--- config.mk ---
export PLATFORM = sky130hd
export DESIGN_NAME = weight_config_writer
export DESIGN_NICKNAME = d
export VERILOG_FILES = /design/src/rtl/nn_cfg_pkg.sv /design/src/rtl/wcw_checksum.sv /design/src/rtl/weight_config_writer.sv
export SDC_FILE = /design/constraint.sdc
export NUM_CORES = 1
export LEC_CHECK = 0
export ABC_AREA = 0
export ABC_CLOCK_PERIOD_IN_PS = 1600
export CAP_MARGIN = 10
export CORE_ASPECT_RATIO = 0.6
export CORE_MARGIN = 1.5
export CORE_UTILIZATION = 46
export DETAILED_ROUTE_END_ITERATION = 7
export PLACE_DENSITY = 0.76
export SETUP_SLACK_MARGIN = 0.2
export SYNTH_ARGS = -nofsm -noshare
export SYNTH_HDL_FRONTEND = slang
export SYNTH_SLANG_ARGS = --single-unit
--- constraint.sdc ---
create_clock -name clk -period 1.6 [get_ports clk]
set_input_delay 0.16 -clock clk [delete_from_list [all_inputs] [get_ports clk]]
set_output_delay 0.16 -clock clk [all_outputs]
set_load 0.005 [all_outputs]
--- src/rtl/nn_cfg_pkg.sv ---
// nn_cfg_pkg: shared config-stream header layout, opcodes and writer FSM types
package nn_cfg_pkg;
  localparam logic [3:0] CFG_OP_WLOAD = 4'hA;
  localparam int HDR_OP_LSB = 28;
  localparam int HDR_OP_W = 4;
  localparam int HDR_LAYER_LSB = 20;
  localparam int HDR_LAYER_W = 8;
  localparam int HDR_NEURON_LSB = 12;
  localparam int HDR_NEURON_W = 8;
  localparam int HDR_COUNT_LSB = 0;
  localparam int HDR_COUNT_W = 12;
  typedef enum logic [2:0] {IDLE, LOAD, SKIP, CHECK, DONE} wcw_state_t;
  typedef struct packed {
    logic [HDR_OP_W-1:0] op;
    logic [HDR_LAYER_W-1:0] layer;
    logic [HDR_NEURON_W-1:0] neuron;
    logic [HDR_COUNT_W-1:0] count;
  } wcw_hdr_t;
  function automatic wcw_hdr_t hdr_decode(input logic [31:0] w);
    return '{op: w[HDR_OP_LSB +: HDR_OP_W], layer: w[HDR_LAYER_LSB +: HDR_LAYER_W],
             neuron: w[HDR_NEURON_LSB +: HDR_NEURON_W], count: w[HDR_COUNT_LSB +: HDR_COUNT_W]};
  endfunction
endpackage

--- src/rtl/wcw_checksum.sv ---
// wcw_checksum: 16-bit running sum of weight words, compared against a trailer word
module wcw_checksum (
  input  logic        clk,
  input  logic        rst_n,
  input  logic        clr,
  input  logic        add,
  input  logic [15:0] din,
  input  logic [15:0] ref_sum,
  output logic        match
);
  logic [15:0] sum;
  // restart on each new header, accumulate mod 2^16 on each written weight
  always_ff @(posedge clk or negedge rst_n)
    if (!rst_n) sum <= '0;
    else sum <= clr ? '0 : add ? sum + din : sum;
  assign match = sum == ref_sum;
endmodule

--- src/rtl/weight_config_writer.sv ---
// weight_config_writer: decodes the layer config stream into per-neuron weight memory writes (optional trailer checksum: WCW_CHECKSUM_EN)
module weight_config_writer
  import nn_cfg_pkg::*;
#(
  parameter int DATA_BITS    = 16,
  parameter int NUM_WEIGHTS  = 784,
  parameter int ADDRESS_BITS = 10,
  parameter int LAYER_NO     = 0,
  parameter int NUM_NEURONS  = 30,
  parameter int NEURON_BITS  = 5
) (
  input  logic                    clk,
  input  logic                    rst_n,
  input  logic                    cfg_valid,
  output logic                    cfg_ready,
  input  logic [31:0]             cfg_data,
  output logic [NUM_NEURONS-1:0]  wr_en,
  output logic [ADDRESS_BITS-1:0] wr_addr,
  output logic [DATA_BITS-1:0]    wr_data,
  output logic                    load_done,
  output logic                    cfg_err
);
  localparam logic [7:0] LAYER_ID = 8'(LAYER_NO);
  localparam logic [7:0] NEURON_LIM = 8'(NUM_NEURONS);
  localparam logic [11:0] MAX_CNT = 12'(NUM_WEIGHTS);
  wcw_state_t state, state_nx;
  wcw_hdr_t hdr;
  logic hs, hs_idle, hs_load, op_ok, layer_hit, bad_rng, sum_ok, err_set;
  logic [NEURON_BITS-1:0] neuron_q;
  logic [ADDRESS_BITS-1:0] addr;
  logic [11:0] remaining;
  logic [12:0] skip_cnt, skip_len;
`ifdef WCW_CHECKSUM_EN
  localparam logic [12:0] TRAILER = 13'd1;
  localparam wcw_state_t LAST_ST = CHECK;
  wcw_checksum u_checksum (
    .clk(clk), .rst_n(rst_n), .clr(hs_idle), .add(hs_load),
    .din(cfg_data[15:0]), .ref_sum(cfg_data[15:0]), .match(sum_ok)
  );
`else
  localparam logic [12:0] TRAILER = 13'd0;
  localparam wcw_state_t LAST_ST = DONE;
  assign sum_ok = 1'b0;
`endif
  assign hdr = hdr_decode(cfg_data);
  assign cfg_ready = rst_n && state != DONE;
  assign hs = cfg_valid && cfg_ready;
  assign hs_idle = hs && state == IDLE;
  assign hs_load = hs && state == LOAD;
  assign op_ok = hdr.op == CFG_OP_WLOAD;
  assign layer_hit = hdr.layer == LAYER_ID;
  assign bad_rng = hdr.neuron >= NEURON_LIM || hdr.count > MAX_CNT;
  assign skip_len = {1'b0, hdr.count} + TRAILER;
  assign err_set = (hs_idle && (!op_ok || (layer_hit && bad_rng))) || (hs && state == CHECK && !sum_ok);
  // next-state decode: header classification in IDLE, beat counting elsewhere
  always_comb begin
    state_nx = state;
    case (state)
      IDLE:  if (hs && op_ok) state_nx = (!layer_hit || bad_rng) ? (skip_len == '0 ? IDLE : SKIP)
                                        : hdr.count == '0 ? DONE : LOAD;
      LOAD:  if (hs && remaining == 12'd1) state_nx = LAST_ST;
      SKIP:  if (hs && skip_cnt == 13'd1) state_nx = IDLE;
      CHECK: if (hs) state_nx = sum_ok ? DONE : IDLE;
      default: state_nx = IDLE;
    endcase
  end
  // state register
  always_ff @(posedge clk or negedge rst_n)
    if (!rst_n) state <= IDLE;
    else state <= state_nx;
  // header latching, address/beat counters and registered memory write port
  always_ff @(posedge clk or negedge rst_n)
    if (!rst_n) begin
      neuron_q <= '0;
      addr <= '0;
      remaining <= '0;
      skip_cnt <= '0;
      wr_en <= '0;
      wr_addr <= '0;
      wr_data <= '0;
      load_done <= 1'b0;
      cfg_err <= 1'b0;
    end else begin
      wr_en <= hs_load ? NUM_NEURONS'(1) << neuron_q : '0;
      wr_addr <= hs_load ? addr : wr_addr;
      wr_data <= hs_load ? cfg_data[DATA_BITS-1:0] : wr_data;
      neuron_q <= hs_idle ? hdr.neuron[NEURON_BITS-1:0] : neuron_q;
      addr <= hs_idle ? '0 : hs_load ? addr + 1'b1 : addr;
      remaining <= hs_idle ? hdr.count : hs_load ? remaining - 1'b1 : remaining;
      skip_cnt <= hs_idle ? skip_len : (hs && state == SKIP) ? skip_cnt - 1'b1 : skip_cnt;
      load_done <= state == DONE;
      cfg_err <= err_set ? 1'b1 : (hs_idle && op_ok) ? 1'b0 : cfg_err;
    end
endmodule

==> report_table.html, run 1 <==
<table>
<tr><th>Metric</th><th>Value</th></tr>
<tr><th colspan="2">Logic synthesis</th></tr>
<tr><td>Count of mapped cells out of synthesis</td><td>483</td></tr>
<tr><td>Cell type with the highest aggregate area in the netlist</td><td>dfrtp_1</td></tr>
<tr><td>Sequential element share of the synthesized area</td><td>0.5577</td></tr>
<tr><td>Number of synthesized flops with an enable pin</td><td>0</td></tr>
<tr><td>Largest cells by area after synthesis</td><td>dfrtp_1 56%, nand2_1 9.8%, nor2_1 4.6%</td></tr>
<tr><td>Share of async-settable or async-resettable flops after synthesis</td><td>1.000</td></tr>
<tr><td>Post-synth design cell area</td><td>4532 µm²</td></tr>
<tr><td>Number of distinct library cell variants in the gate-level netlist after synthesis</td><td>57</td></tr>
<tr><td>Fraction of synthesized cell area taken by the top area cell type</td><td>0.5577</td></tr>
<tr><td>Count of yosys warnings during synthesis</td><td>0</td></tr>
<tr><td>Mapped Nets</td><td>523</td></tr>
<tr><td>Most used flip-flop cell after synthesis</td><td>dfrtp_1</td></tr>
<tr><td>Mean instance size in the synthesized netlist</td><td>9.383 µm²</td></tr>
<tr><td>Flops &amp; latches, synth</td><td>101</td></tr>
<tr><th colspan="2">Clock network</th></tr>
<tr><td>Count of H-tree levels built during CTS</td><td>3</td></tr>
<tr><td>Number of buffers created by CTS</td><td>9</td></tr>
<tr><td>CTS Sinks</td><td>101</td></tr>
<tr><td>Clock tree from TritonCTS</td><td>done</td></tr>
<tr><td>Clk Latency, worst-skew pair</td><td>0.37 ns</td></tr>
<tr><td>CTS Root Buffer Type</td><td>clkbuf_16</td></tr>
<tr><td>Maximum clock insertion buffer count</td><td>2</td></tr>
<tr><td>Clock input transition at the sequential cells of the worst setup and hold paths</td><td>0.09 ns</td></tr>
<tr><th colspan="2">STA</th></tr>
<tr><td>Maximum frequency from static timing analysis</td><td>515.7 MHz</td></tr>
<tr><td>Final setup slack of the worst path</td><td>-0.3390 ns</td></tr>
<tr><td>Setup repair after global routing missed its margin</td><td>yes</td></tr>
<tr><td>Setup violations, final</td><td>35</td></tr>
<tr><td>Final critical path time including I/O delays and setup</td><td>1.939 ns</td></tr>
<tr><td>Worst max-slew margin expressed relative to the limit</td><td>0.6539</td></tr>
<tr><td>Share of the clock period used by the worst path</td><td>1.212</td></tr>
<tr><td>Clock skew after layout</td><td>0.01969 ns</td></tr>
<tr><td>Final-report hold violation count</td><td>0</td></tr>
<tr><td>Slew at the pin closest to its max-slew limit</td><td>0.5192 ns</td></tr>
<tr><td>Fin Setup TNS</td><td>-2.766 ns</td></tr>
<tr><td>Number of pins exceeding their max-slew limit in the final report</td><td>0</td></tr>
<tr><th colspan="2">Die</th></tr>
<tr><td>Die area</td><td>10480 µm²</td></tr>
<tr><td>Number of I/O pins</td><td>94</td></tr>
<tr><td>Core ar.</td><td>9358 µm²</td></tr>
<tr><td>Starting Density</td><td>0.4843</td></tr>
<tr><td>Horizontal extent of the die</td><td>131.1 µm</td></tr>
<tr><td>Standard-cell row count</td><td>27</td></tr>
<tr><td>Chip Height</td><td>79.89 µm</td></tr>
<tr><th colspan="2">Routing</th></tr>
<tr><td>Wirelength per Cell</td><td>22.15 µm</td></tr>
<tr><td>Count of vias placed by the detailed router</td><td>4987</td></tr>
<tr><td>Post-Route WL</td><td>18.45 mm</td></tr>
<tr><td>Detailed Routing Iterations Pass 1</td><td>5</td></tr>
<tr><td>Average vias per placed instance</td><td>5.987</td></tr>
<tr><td>Remaining DRCs</td><td>0</td></tr>
<tr><td>Iteration-0 DRC count of the detailed router</td><td>487</td></tr>
<tr><td>Number of nets with antenna violations after routing</td><td>0</td></tr>
<tr><th colspan="2">Setup path</th></tr>
<tr><td>Crit. End Element</td><td>register</td></tr>
<tr><td>R2r endpoint</td><td>skip_cnt[6]</td></tr>
<tr><td>Crit. Startpoint</td><td>state[2]</td></tr>
<tr><td>Top cell by count, worst path</td><td>buf_6</td></tr>
<tr><td>Count of buffer and inverter cells on the critical path</td><td>4</td></tr>
<tr><td>Worst Path Required</td><td>1.83 ns</td></tr>
<tr><td>Largest stage delay on the critical path</td><td>0.39 ns</td></tr>
<tr><td>Worst Path Arrival</td><td>2.17 ns</td></tr>
<tr><td>Crit Path Max Fanout</td><td>8</td></tr>
<tr><td>Cells traversed along the worst timing path</td><td>buf_4, buf_6, buf_6, nor3_4, buf_6, nand2_8, a21oi_2, nor2_1, a311oi_1</td></tr>
<tr><td>Path depth of the worst reg2reg path</td><td>9</td></tr>
<tr><td>Worst R2R Setup Slack</td><td>-0.34 ns</td></tr>
<tr><td>Cell class contributing the biggest share of worst-path delay</td><td>compound AO/OA/AOI/OAI gates</td></tr>
<tr><td>Startpoint of the most critical register-to-register path</td><td>state[2]</td></tr>
<tr><td>Slowest cell on crit path</td><td>a311oi_1</td></tr>
<tr><td>CP startpoint kind</td><td>register</td></tr>
<tr><td>Critical Setup Path Class</td><td>reg -&gt; reg</td></tr>
<tr><th colspan="2">Place</th></tr>
<tr><td>Number of input and output port buffers inserted</td><td>93</td></tr>
<tr><td>Placed cell area</td><td>6170 µm²</td></tr>
<tr><td>Total instance count after detailed placement</td><td>759</td></tr>
<tr><td>HPWL reported at the end of detailed placement</td><td>9.195 mm</td></tr>
<tr><td>Final weighted congestion in routability-driven placement</td><td>0.9371</td></tr>
<tr><th colspan="2">Final layout</th></tr>
<tr><td>Sequential cell area</td><td>2531 µm²</td></tr>
<tr><td>Fraction of layout cells with a size suffix above 1</td><td>0.4353</td></tr>
<tr><td>Filler cells</td><td>413</td></tr>
<tr><td>Most common library cell in the layout ignoring fill and taps</td><td>dfrtp_1</td></tr>
<tr><td>Signed area change from the synthesized netlist to the final layout</td><td>76.17%</td></tr>
<tr><td>Net count reported at finish</td><td>738</td></tr>
<tr><td>Final Cell Area</td><td>7984 µm²</td></tr>
<tr><td>Ant. Diodes</td><td>0</td></tr>
<tr><td>Commonest non-fill, non-tap cells in the layout</td><td>98 x dfrtp_1, 92 x buf_4, 68 x clkdlybuf4s50_1, 67 x nand2_1</td></tr>
<tr><td>Multi-input gate area in the final layout</td><td>2658 µm²</td></tr>
<tr><td>Number of standard cells in the final layout excluding fillers</td><td>833</td></tr>
<tr><td>Share of the core filled with cells in the final layout</td><td>0.8532</td></tr>
<tr><th colspan="2">Global route</th></tr>
<tr><td>Global-route wire length before repair</td><td>21.82 mm</td></tr>
<tr><td>Number of antenna violations at the first check in global routing</td><td>1</td></tr>
<tr><td>All-Layer GR Usage</td><td>0.2687</td></tr>
<tr><td>Via count of the first global-routing pass</td><td>4321</td></tr>
<tr><td>Total overflow reported by the global router</td><td>0</td></tr>
<tr><td>Maximum number of pins on one net before global-route repair</td><td>97</td></tr>
<tr><th colspan="2">Run</th></tr>
<tr><td>Reported max-cap violation count</td><td>0</td></tr>
<tr><th colspan="2">Min path</th></tr>
<tr><td>Worst hold path stage count</td><td>5</td></tr>
<tr><td>Launch point of the worst hold path</td><td>rst_n</td></tr>
<tr><td>Capture endpoint of the worst hold path</td><td>remaining[1]</td></tr>
<tr><td>Worst min-delay path category</td><td>in -&gt; reg</td></tr>
<tr><th colspan="2">Run status</th></tr>
<tr><td>Violated checks</td><td>negative setup slack</td></tr>
<tr><td>Run status</td><td>finished with violations</td></tr>
<tr><th colspan="2">Pwr</th></tr>
<tr><td>Total power consumption of the routed design</td><td>11.47 mW</td></tr>
<tr><td>Power density cells</td><td>1437 nW/µm²</td></tr>
<tr><td>IR drop worst, VDD</td><td>854.8 µV</td></tr>
<tr><td>Static Leak</td><td>3.868 nW</td></tr>
</table>
==> how the worst max path moves through the flow <==
stage,to,slack [ns],depth (start not counted)
2_1_floorplan,remaining[5],-0.04,7
3_3_place_gp,skip_cnt[4],-0.25,9
3_5_place_dp,remaining[10],-0.35,7
4_1_cts,remaining[5],-0.09,6
5_1_grt,skip_cnt[6],-0.33,9
6_report,skip_cnt[6],-0.34,9
==> state kept, by name, indices dropped and copies added (netlist names) <==
name,count
addr,10
cfg_err,1
load_done,1
neuron_q,5
remaining,12
skip_cnt,13
state,3
wr_addr,10
wr_data,16
wr_en,30
==> where the power goes <==
part           switching [mW]  internal [mW]  leakage [nW]  total (mW)
clock                    1.17           1.13         0.152        2.30
combinational            2.68           2.47          2.39        5.15
sequential              0.841           3.18          1.33        4.02
==> worst reg2reg max path, stage by stage (launching register included) <==
cell	delay [ns]
dfrtp_1	0.38
buf_4	0.14
buf_6	0.11
buf_6	0.12
nor3_4	0.19
buf_6	0.15
nand2_8	0.08
a21oi_2	0.16
nor2_1	0.08
a311oi_1	0.39
==> cells by family after synthesis <==
group	Yosys count	share of synthesized area
and+or+nand+nor	254	0.2623
adders and majority gates	5	0.01380
buffers and inverters	37	0.03782
xor gates and xnor gates	12	0.02319
AOI/OAI and AO/OA	71	0.09857
DFF	101	0.5577
muxes	3	0.006626
==> stage by stage <==
| step | setup WS, ns | hold WS (ns) |
|---|---|---|
| after floorplan | -0.03674 | -0.1356 |
| after global placement | -0.2463 | 0.1532 |
| after detailed placement | -0.3483 | 0.1590 |
| after CTS | -0.08927 | 0.3781 |
| after global routing | -0.3262 | 0.4607 |
| final | -0.3390 | 0.4416 |
==> final cells by class <==
class | count | area share
Tap cell | 130 | 0.02037
Clock inverter | 7 | 0.01113
Timing Repair Buffer | 229 | 0.2848
Clock buffer | 9 | 0.02821
Multi-Input combinational cell | 345 | 0.3329
Sequential cell | 101 | 0.3170
Inverter | 12 | 0.005642
==> metal layers <==
layer	vias up	global-route usage	routed length, µm
met5	-	0	0
met4	0	0.07303	888
met3	87	0.06476	1868
met2	356	0.4354	8605
met1	2461	0.3646	7088
li1	2083	-	-
==> Yosys cell counts (2+ instances only) <==
cell type	count
a32oi_1	2
nor3_2	2
o21a_1	2
clkbuf_1	7
nand3b_1	4
o2bb2ai_1	2
nand2b_1	2
and3_1	3
nor3_1	12
nor4_2	2
or3_1	8
o21ai_0	21
mux2i_1	3
ha_1	5
nand3_1	11
buf_4	2
inv_1	12
nand4_1	8
dfrtp_1	101
a21oi_1	21
and2_1	3
o22ai_1	6
buf_2	13
a221oi_1	2
xnor2_1	4
nor2_1	55
nand2_1	118
o31a_1	2
xor2_1	8
nor2b_1	5
nor4_1	10
or3b_2	2
==> timing repair <==
action	4_1_cts	5_1_grt
pin swaps	27	82
hold endpoints to repair	101	0
hold buffers	2	0
setup endpoints to repair	100	116
resized for setup	104	173
buffers inserted	18	33
cloned	1	4
Note: power is estimated with default switching activity, not from simulation.
==> run 2: changes to the inputs <==
- ABC_CLOCK_PERIOD_IN_PS: 1600 -> 1900
- CORE_UTILIZATION: 46 -> 51
- PLACE_DENSITY: 0.76 -> 0.8
- SLEW_MARGIN: not set -> 20
- clock period: 1.6 -> 1.9 ns (I/O delays scaled with it)
==> run 2 against run 1 <==
Compared with the run above:
- the run now ends clean
- sequential share of layout area up 8.0 points
- non-clock buffer count is 80 lower
- power is 33% lower
- cell count shrank 12%
- global-route usage is 0.51 points lower
- maximum frequency rose by 13%
- utilization down 11 points
- critical path type unchanged
==> report_table.html, run 2 (synthesis gave the netlist of run 1 again) <==
<table>
<tr><th>Metric</th><th>Value</th></tr>
<tr><th colspan="2">Setup path</th></tr>
<tr><td>Crit. End Element</td><td>register (unchanged)</td></tr>
<tr><td>Count of buffer and inverter cells on the critical path</td><td>1 (was 4)</td></tr>
<tr><td>Worst Path Required</td><td>2.17 ns (was 1.83 ns)</td></tr>
<tr><td>Cells traversed along the worst timing path</td><td>and4bb_4, buf_4, nand4_1, or3_1, a21oi_1 (was buf_4, buf_6, buf_6, nor3_4, buf_6, nand2_8, a21oi_2, nor2_1, a311oi_1)</td></tr>
<tr><td>Critical Setup Path Class</td><td>reg -&gt; reg (unchanged)</td></tr>
<tr><td>Crit Path Max Fanout</td><td>8 (unchanged)</td></tr>
<tr><td>Cell class contributing the biggest share of worst-path delay</td><td>simple AND/OR/NAND/NOR gates (was compound AO/OA/AOI/OAI gates)</td></tr>
<tr><td>CP startpoint kind</td><td>register (unchanged)</td></tr>
<tr><td>Slowest cell on crit path</td><td>and4bb_4 (was a311oi_1)</td></tr>
<tr><td>Worst Path Arrival</td><td>1.99 ns (was 2.17 ns)</td></tr>
<tr><td>Largest stage delay on the critical path</td><td>0.41 ns (was 0.39 ns)</td></tr>
<tr><th colspan="2">Place</th></tr>
<tr><td>Number of input and output port buffers inserted</td><td>93 (unchanged)</td></tr>
<tr><td>Total instance count after detailed placement</td><td>706 (was 759)</td></tr>
<tr><td>HPWL reported at the end of detailed placement</td><td>8.668 mm (was 9.195 mm)</td></tr>
<tr><td>Final weighted congestion in routability-driven placement</td><td>0.8721 (was 0.9371)</td></tr>
<tr><th colspan="2">Final layout</th></tr>
<tr><td>Signed area change from the synthesized netlist to the final layout</td><td>40.53% (was 76.17%)</td></tr>
<tr><td>Net count reported at finish</td><td>658 (was 738)</td></tr>
<tr><td>Ant. Diodes</td><td>0 (unchanged)</td></tr>
<tr><td>Commonest non-fill, non-tap cells in the layout</td><td>116 x nand2_1, 99 x dfrtp_1, 91 x clkdlybuf4s50_1, 53 x nor2_1, 49 x buf_4 (was 98 x dfrtp_1, 92 x buf_4, 68 x clkdlybuf4s50_1, 67 x nand2_1)</td></tr>
<tr><td>Number of flip-flops in the largest register</td><td>30 (unchanged)</td></tr>
<tr><td>Top reg by flops</td><td>wr_en (unchanged)</td></tr>
<tr><td>Most common library cell in the layout ignoring fill and taps</td><td>nand2_1 (was dfrtp_1)</td></tr>
<tr><td>Number of standard cells in the final layout excluding fillers</td><td>735 (was 833)</td></tr>
<tr><td>Registers with the most flip-flops</td><td>wr_en x30, wr_data x16, skip_cnt x13 (unchanged)</td></tr>
<tr><td>Fraction of layout cells with a size suffix above 1</td><td>0.1653 (was 0.4353)</td></tr>
<tr><th colspan="2">Clock network</th></tr>
<tr><td>Maximum clock insertion buffer count</td><td>2 (unchanged)</td></tr>
<tr><td>Clock input transition at the sequential cells of the worst setup and hold paths</td><td>0.07 ns (was 0.09 ns)</td></tr>
<tr><td>Count of H-tree levels built during CTS</td><td>3 (unchanged)</td></tr>
<tr><td>Number of buffers created by CTS</td><td>9 (unchanged)</td></tr>
<tr><td>CTS Sinks</td><td>101 (unchanged)</td></tr>
<tr><td>Clock tree from TritonCTS</td><td>done (unchanged)</td></tr>
<tr><td>CTS Root Buffer Type</td><td>clkbuf_16 (unchanged)</td></tr>
<tr><td>Clk Latency, worst-skew pair</td><td>0.34 ns (was 0.37 ns)</td></tr>
<tr><th colspan="2">Routing</th></tr>
<tr><td>Count of vias placed by the detailed router</td><td>4117 (was 4987)</td></tr>
<tr><td>Average vias per placed instance</td><td>5.601 (was 5.987)</td></tr>
<tr><td>Wirelength per Cell</td><td>16.85 µm (was 22.15 µm)</td></tr>
<tr><td>Detailed Routing Iterations Pass 1</td><td>5 (unchanged)</td></tr>
<tr><td>Number of nets with antenna violations after routing</td><td>0 (unchanged)</td></tr>
<tr><td>Remaining DRCs</td><td>0 (unchanged)</td></tr>
<tr><td>Post-Route WL</td><td>12.38 mm (was 18.45 mm)</td></tr>
<tr><td>Iteration-0 DRC count of the detailed router</td><td>233 (was 487)</td></tr>
<tr><th colspan="2">Die</th></tr>
<tr><td>Horizontal extent of the die</td><td>124.7 µm (was 131.1 µm)</td></tr>
<tr><td>Starting Density</td><td>0.5297 (was 0.4843)</td></tr>
<tr><td>Core ar.</td><td>8556 µm² (was 9358 µm²)</td></tr>
<tr><td>Standard-cell row count</td><td>26 (was 27)</td></tr>
<tr><td>Die area</td><td>9479 µm² (was 10480 µm²)</td></tr>
<tr><td>Chip Height</td><td>76.02 µm (was 79.89 µm)</td></tr>
<tr><td>Number of I/O pins</td><td>94 (unchanged)</td></tr>
<tr><th colspan="2">Global route</th></tr>
<tr><td>Global-route wire length before repair</td><td>19.86 mm (was 21.82 mm)</td></tr>
<tr><td>All-Layer GR Usage</td><td>0.2636 (was 0.2687)</td></tr>
<tr><td>Total overflow reported by the global router</td><td>0 (unchanged)</td></tr>
<tr><td>Via count of the first global-routing pass</td><td>3936 (was 4321)</td></tr>
<tr><td>Maximum number of pins on one net before global-route repair</td><td>50 (was 97)</td></tr>
<tr><td>Number of antenna violations at the first check in global routing</td><td>0 (was 1)</td></tr>
<tr><th colspan="2">STA</th></tr>
<tr><td>Slew at the pin closest to its max-slew limit</td><td>0.5887 ns (was 0.5192 ns)</td></tr>
<tr><td>Worst max-slew margin expressed relative to the limit</td><td>0.6062 (was 0.6539)</td></tr>
<tr><td>Maximum frequency from static timing analysis</td><td>580.3 MHz (was 515.7 MHz)</td></tr>
<tr><td>Number of pins exceeding their max-slew limit in the final report</td><td>0 (unchanged)</td></tr>
<tr><td>Final-report hold violation count</td><td>0 (unchanged)</td></tr>
<tr><td>Setup violations, final</td><td>0 (was 35)</td></tr>
<tr><td>Clock skew after layout</td><td>0.007432 ns (was 0.01969 ns)</td></tr>
<tr><td>Final critical path time including I/O delays and setup</td><td>1.723 ns (was 1.939 ns)</td></tr>
<tr><td>Setup repair after global routing missed its margin</td><td>yes (unchanged)</td></tr>
<tr><td>Hold Slack</td><td>0.4197 ns (was 0.4416 ns)</td></tr>
<tr><td>Share of the clock period used by the worst path</td><td>0.9069 (was 1.212)</td></tr>
<tr><th colspan="2">Pwr</th></tr>
<tr><td>Switching power as a share of total power</td><td>0.3614 (was 0.4088)</td></tr>
<tr><td>Power density cells</td><td>1206 nW/µm² (was 1437 nW/µm²)</td></tr>
<tr><td>IR drop worst, VDD</td><td>649.3 µV (was 854.8 µV)</td></tr>
<tr><td>Sequential fraction of design power</td><td>0.430 (was 0.351)</td></tr>
<tr><td>Power share of the clock group</td><td>0.232 (was 0.200)</td></tr>
<tr><td>Pint</td><td>4.906 mW (was 6.782 mW)</td></tr>
<tr><td>Net switching power figure</td><td>2.776 mW (was 4.689 mW)</td></tr>
<tr><td>Logic pwr share</td><td>0.338 (was 0.449)</td></tr>
<tr><td>Static Leak</td><td>2.851 nW (was 3.868 nW)</td></tr>
<tr><th colspan="2">Run status</th></tr>
<tr><td>Run status</td><td>complete, no violations (was finished with violations)</td></tr>
<tr><th colspan="2">Run</th></tr>
<tr><td>Reported max-cap violation count</td><td>0 (unchanged)</td></tr>
<tr><th colspan="2">Min path</th></tr>
<tr><td>Worst min-delay path category</td><td>in -&gt; reg (unchanged)</td></tr>
</table>
==> run 2: cell types whose count changed in the layout (fill, tap and decap cells not counted), sizes merged <==
cell           delta
dlygate4sd2       -1
clkinv            -1
clkbuf            -3
dlymetal6s2s     -21
buf              -78
clkdlybuf4s50    +23
inv               +1
==> run 2: power groups by stage <==
stage | combinational, mW | clock [mW] | sequential (mW)
6_report | 2.60 | 1.78 | 3.30
4_1_cts | 2.45 | 1.80 | 3.22
3_3_place_gp | 2.27 | 0 | 3.21
3_5_place_dp | 2.38 | 0 | 3.25
5_1_grt | 2.85 | 1.90 | 3.37
2_1_floorplan | 1.41 | 0 | 3.08
==> run 2: layout make-up <==
class | count | area [µm²]
Sequential cell | 101 | 2530
Timing Repair Buffer | 149 | 1406
Multi-Input combinational cell | 345 | 1957
Clock inverter | 7 | 65.06
Fill cell | 597 | 2187
Tap cell | 112 | 140.1
Inverter | 12 | 45.04
Clock buffer | 9 | 225.2
==> run 2: tightest hold or removal path, stage by stage <==
cell,delay [ns]
clkdlybuf4s50_1,0.43
nand2_1,0.07
nand2_1,0.04
==> run 2: repair_timing <==
item / CTS / global route
endpoints found under the hold margin: 52 / 0
resized for setup: 7 / 24
setup endpoints to repair: 29 / 90
setup buffers: 2 / 8
pin swaps: 2 / 10
hold buffers: 2 / 0
cloned: 0 / 1
==> run 2: metrics by stage <==
| step | total power, mW | setup WS (ns) | setup TNS [ns] | instance area (µm²) | util |
|---|---|---|---|---|---|
| after floorplan | 4.488 | 0.2447 | 0 | 4532 | - |
| after global placement | 5.482 | -0.1023 | -0.2552 | 5822 | 0.6805 |
| final | 7.682 | 0.1768 | 0 | 6369 | 0.7444 |
| after detailed placement | 5.630 | -0.1216 | -2.128 | 5822 | 0.6805 |
| after global routing | 8.111 | 0.09707 | 0 | 6369 | 0.7444 |
| after CTS | 7.475 | 0.2010 | 0 | 6162 | 0.7202 |
==> run 2: path summary, 6_finish.rpt <==
check / start / to / slack (ns) / cells after the start
setup reg to reg: state[2] / addr[8] / 0.18 / 5
hold reg to reg: wr_addr[3] / wr_addr[3] / 0.48 / 2
max in group asynchronous: rst_n / remaining[3] / 0.54 / 4
setup / recovery: state[2] / addr[8] / 0.18 / 5
min in group asynchronous: rst_n / wr_addr[5] / 0.53 / 3
hold / removal: cfg_data[12] / wr_data[12] / 0.42 / 3
==> run 2: per-layer routing <==
layer	track usage	up-vias	part of all wire
met5	0	-	0
met4	0.05977	0	0.0094
met3	0.05267	14	0.060
met2	0.4154	153	0.49
met1	0.3815	2026	0.44
li1	-	1924	-
==> run 3: changes to the inputs <==
- HOLD_SLACK_MARGIN: not set -> 0.1
- PLACE_DENSITY: 0.8 -> 0.91
==> run 3 against run 2 <==
Compared with the run above:
- critical endpoint is now remaining[5]
- combinational power grew 2%
- hold slack worse by 0.40 ns
- die area did not move
- critical path type unchanged
- largest power group unchanged
- clock-buffer cell count did not move
- cell area shrank 0.35%
==> report_table.html, run 3 (synthesis gave the netlist of run 1 again) <==
<table>
<tr><th>Metric</th><th>Value</th></tr>
<tr><th colspan="2">Routing</th></tr>
<tr><td>Detailed Routing Iterations Pass 1</td><td>6 (was 5)</td></tr>
<tr><td>Average vias per placed instance</td><td>5.673 (was 5.601)</td></tr>
<tr><td>Number of nets with antenna violations after routing</td><td>0 (unchanged)</td></tr>
<tr><td>Wirelength per Cell</td><td>17.44 µm (was 16.85 µm)</td></tr>
<tr><td>Remaining DRCs</td><td>0 (unchanged)</td></tr>
<tr><td>Count of vias placed by the detailed router</td><td>4164 (was 4117)</td></tr>
<tr><td>Post-Route WL</td><td>12.80 mm (was 12.38 mm)</td></tr>
<tr><td>Iteration-0 DRC count of the detailed router</td><td>321 (was 233)</td></tr>
<tr><th colspan="2">Clock network</th></tr>
<tr><td>Number of buffers created by CTS</td><td>9 (unchanged)</td></tr>
<tr><td>Clock tree from TritonCTS</td><td>done (unchanged)</td></tr>
<tr><td>Clk Latency, worst-skew pair</td><td>0.35 ns (was 0.34 ns)</td></tr>
<tr><td>Count of H-tree levels built during CTS</td><td>3 (unchanged)</td></tr>
<tr><td>CTS Sinks</td><td>101 (unchanged)</td></tr>
<tr><td>Maximum clock insertion buffer count</td><td>2 (unchanged)</td></tr>
<tr><td>Clock input transition at the sequential cells of the worst setup and hold paths</td><td>0.07 ns (about the same)</td></tr>
<tr><td>CTS Root Buffer Type</td><td>clkbuf_16 (unchanged)</td></tr>
<tr><th colspan="2">Final layout</th></tr>
<tr><td>Filler cells</td><td>607 (was 597)</td></tr>
<tr><td>Number of flip-flops in the largest register</td><td>30 (unchanged)</td></tr>
<tr><td>Signed area change from the synthesized netlist to the final layout</td><td>40.03% (was 40.53%)</td></tr>
<tr><td>Ant. Diodes</td><td>0 (unchanged)</td></tr>
<tr><td>Registers with the most flip-flops</td><td>wr_en x30, wr_data x16, skip_cnt x13 (unchanged)</td></tr>
<tr><td>Most common library cell in the layout ignoring fill and taps</td><td>nand2_1 (unchanged)</td></tr>
<tr><td>Commonest non-fill, non-tap cells in the layout</td><td>117 x nand2_1, 99 x dfrtp_1, 91 x clkdlybuf4s50_1, 54 x nor2_1, 50 x buf_4 (was 116 x nand2_1, 99 x dfrtp_1, 91 x clkdlybuf4s50_1, 53 x nor2_1, 49 x buf_4)</td></tr>
<tr><td>Final Cell Area</td><td>6346 µm² (was 6369 µm²)</td></tr>
<tr><td>Net count reported at finish</td><td>657 (was 658)</td></tr>
<tr><td>Fraction of layout cells with a size suffix above 1</td><td>0.1624 (was 0.1653)</td></tr>
<tr><td>Top reg by flops</td><td>wr_en (unchanged)</td></tr>
<tr><th colspan="2">Place</th></tr>
<tr><td>Placed cell area</td><td>5802 µm² (was 5822 µm²)</td></tr>
<tr><td>Number of input and output port buffers inserted</td><td>93 (unchanged)</td></tr>
<tr><td>Final weighted congestion in routability-driven placement</td><td>0.8931 (was 0.8721)</td></tr>
<tr><td>HPWL reported at the end of detailed placement</td><td>8.816 mm (was 8.668 mm)</td></tr>
<tr><th colspan="2">Setup path</th></tr>
<tr><td>Cell class contributing the biggest share of worst-path delay</td><td>simple AND/OR/NAND/NOR gates (unchanged)</td></tr>
<tr><td>CP startpoint kind</td><td>register (unchanged)</td></tr>
<tr><td>Count of buffer and inverter cells on the critical path</td><td>0 (was 1)</td></tr>
<tr><td>Critical Setup Path Class</td><td>reg -&gt; reg (unchanged)</td></tr>
<tr><td>Cells traversed along the worst timing path</td><td>and4bb_4, nand4b_1, or3_4, xor2_2, o21ai_2 (was and4bb_4, buf_4, nand4_1, or3_1, a21oi_1)</td></tr>
<tr><td>Crit Path Max Fanout</td><td>7 (was 8)</td></tr>
<tr><td>Worst Path Required</td><td>2.19 ns (was 2.17 ns)</td></tr>
<tr><td>R2r endpoint</td><td>remaining[5] (was addr[8])</td></tr>
<tr><td>Path depth of the worst reg2reg path</td><td>5 (unchanged)</td></tr>
<tr><td>Crit. End Element</td><td>register (unchanged)</td></tr>
<tr><td>Largest stage delay on the critical path</td><td>0.43 ns (was 0.41 ns)</td></tr>
<tr><td>Startpoint of the most critical register-to-register path</td><td>state[1] (was state[2])</td></tr>
<tr><td>Crit. Startpoint</td><td>state[1] (was state[2])</td></tr>
<tr><td>Slowest cell on crit path</td><td>and4bb_4 (unchanged)</td></tr>
<tr><td>Worst Path Arrival</td><td>2.01 ns (was 1.99 ns)</td></tr>
<tr><td>Worst R2R Setup Slack</td><td>0.18 ns (about the same)</td></tr>
<tr><td>Cell depth of the worst setup path</td><td>5 (unchanged)</td></tr>
<tr><th colspan="2">Run status</th></tr>
<tr><td>Run status</td><td>complete, no violations (unchanged)</td></tr>
<tr><th colspan="2">STA</th></tr>
<tr><td>Setup violations, final</td><td>0 (unchanged)</td></tr>
<tr><td>Maximum frequency from static timing analysis</td><td>580.8 MHz (was 580.3 MHz)</td></tr>
<tr><td>Share of the clock period used by the worst path</td><td>0.9062 (was 0.9069)</td></tr>
<tr><td>Clock skew after layout</td><td>0.005585 ns (was 0.007432 ns)</td></tr>
<tr><td>Number of pins exceeding their max-slew limit in the final report</td><td>0 (unchanged)</td></tr>
<tr><td>Worst max-slew margin expressed relative to the limit</td><td>0.4802 (was 0.6062)</td></tr>
<tr><td>Slew at the pin closest to its max-slew limit</td><td>0.7797 ns (was 0.5887 ns)</td></tr>
<tr><td>Final critical path time including I/O delays and setup</td><td>1.722 ns (was 1.723 ns)</td></tr>
<tr><td>Final-report hold violation count</td><td>0 (unchanged)</td></tr>
<tr><td>Fin Setup TNS</td><td>0 ns (unchanged)</td></tr>
<tr><td>Hold Slack</td><td>0.01995 ns (was 0.4197 ns)</td></tr>
<tr><td>Setup repair after global routing missed its margin</td><td>yes (unchanged)</td></tr>
<tr><th colspan="2">Pwr</th></tr>
<tr><td>Static Leak</td><td>2.841 nW (was 2.851 nW)</td></tr>
<tr><td>Power density cells</td><td>1224 nW/µm² (was 1206 nW/µm²)</td></tr>
<tr><td>IR drop worst, VDD</td><td>618.0 µV (was 649.3 µV)</td></tr>
<tr><td>Total power consumption of the routed design</td><td>7.767 mW (was 7.682 mW)</td></tr>
<tr><th colspan="2">Die</th></tr>
<tr><td>Horizontal extent of the die</td><td>124.7 µm (unchanged)</td></tr>
<tr><td>Starting Density</td><td>0.5297 (unchanged)</td></tr>
<tr><td>Chip Height</td><td>76.02 µm (unchanged)</td></tr>
<tr><td>Core ar.</td><td>8556 µm² (unchanged)</td></tr>
<tr><td>Number of I/O pins</td><td>94 (unchanged)</td></tr>
<tr><td>Standard-cell row count</td><td>26 (unchanged)</td></tr>
<tr><td>Die area</td><td>9479 µm² (unchanged)</td></tr>
<tr><th colspan="2">Run</th></tr>
<tr><td>Reported max-cap violation count</td><td>0 (unchanged)</td></tr>
<tr><th colspan="2">Global route</th></tr>
<tr><td>Maximum number of pins on one net before global-route repair</td><td>89 (was 50)</td></tr>
<tr><td>All-Layer GR Usage</td><td>0.2739 (was 0.2636)</td></tr>
<tr><td>Total overflow reported by the global router</td><td>0 (unchanged)</td></tr>
<tr><td>Global-route wire length before repair</td><td>20.55 mm (was 19.86 mm)</td></tr>
<tr><td>Via count of the first global-routing pass</td><td>4076 (was 3936)</td></tr>
<tr><td>Number of antenna violations at the first check in global routing</td><td>0 (unchanged)</td></tr>
<tr><th colspan="2">Min path</th></tr>
<tr><td>Worst min-delay path category</td><td>in -&gt; async (was in -&gt; reg)</td></tr>
</table>
run 3: power by group:
part	total, mW	internal (mW)	switching [mW]
sequential	3.32	2.68	0.641
combinational	2.64	1.33	1.31
clock	1.81	0.923	0.886
total	7.77	4.93	2.84
run 3: what timing repair did:
action | in CTS | in global routing
buffers inserted | 1 | 10
hold buffers | 2 | 0
pin swaps | 2 | 10
endpoints found under the hold margin | 13 | 0
resized for setup | 11 | 19
setup endpoints to repair | 32 | 37
run 3: per-layer routing:
layer	part of all wire	track usage	up-vias	wire, µm
li1	-	-	1920	-
met5	0	0	-	0
met3	0.072	0.06601	15	919
met4	0.012	0.07126	0	155
met2	0.49	0.4610	187	6218
met1	0.43	0.3597	2042	5506
run 3: worst max path at each step:
stage                     slack, ns            to
after floorplan                0.24  remaining[5]
after global placement         -0.1  remaining[6]
after detailed placement      -0.19       addr[9]
after CTS                      0.20     cfg_ready
after global routing           0.11  remaining[8]
final                          0.18  remaining[5]
run 3: metrics by stage:
step / worst slack [ns] / utilization / cells
2_1_floorplan: 0.2447 / - / 483
3_3_place_gp: -0.09775 / 0.6781 / 705
3_5_place_dp: -0.1903 / 0.6781 / 705
4_1_cts: 0.1991 / 0.7199 / 724
5_1_grt: 0.1098 / 0.7417 / 734
6_report: 0.1782 / 0.7417 / 734
run 3: layout make-up:
cell class              instances  area (µm²)  share of cell area
clock buffers                   9       225.2             0.03549
inverters                      12       45.04            0.007098
flip-flops and latches        101        2530              0.3987
multi-input cells             345        1961              0.3090
well taps                     112       140.1             0.02208
clock inverters                 7       67.56             0.01065
repair buffers                148        1378              0.2171
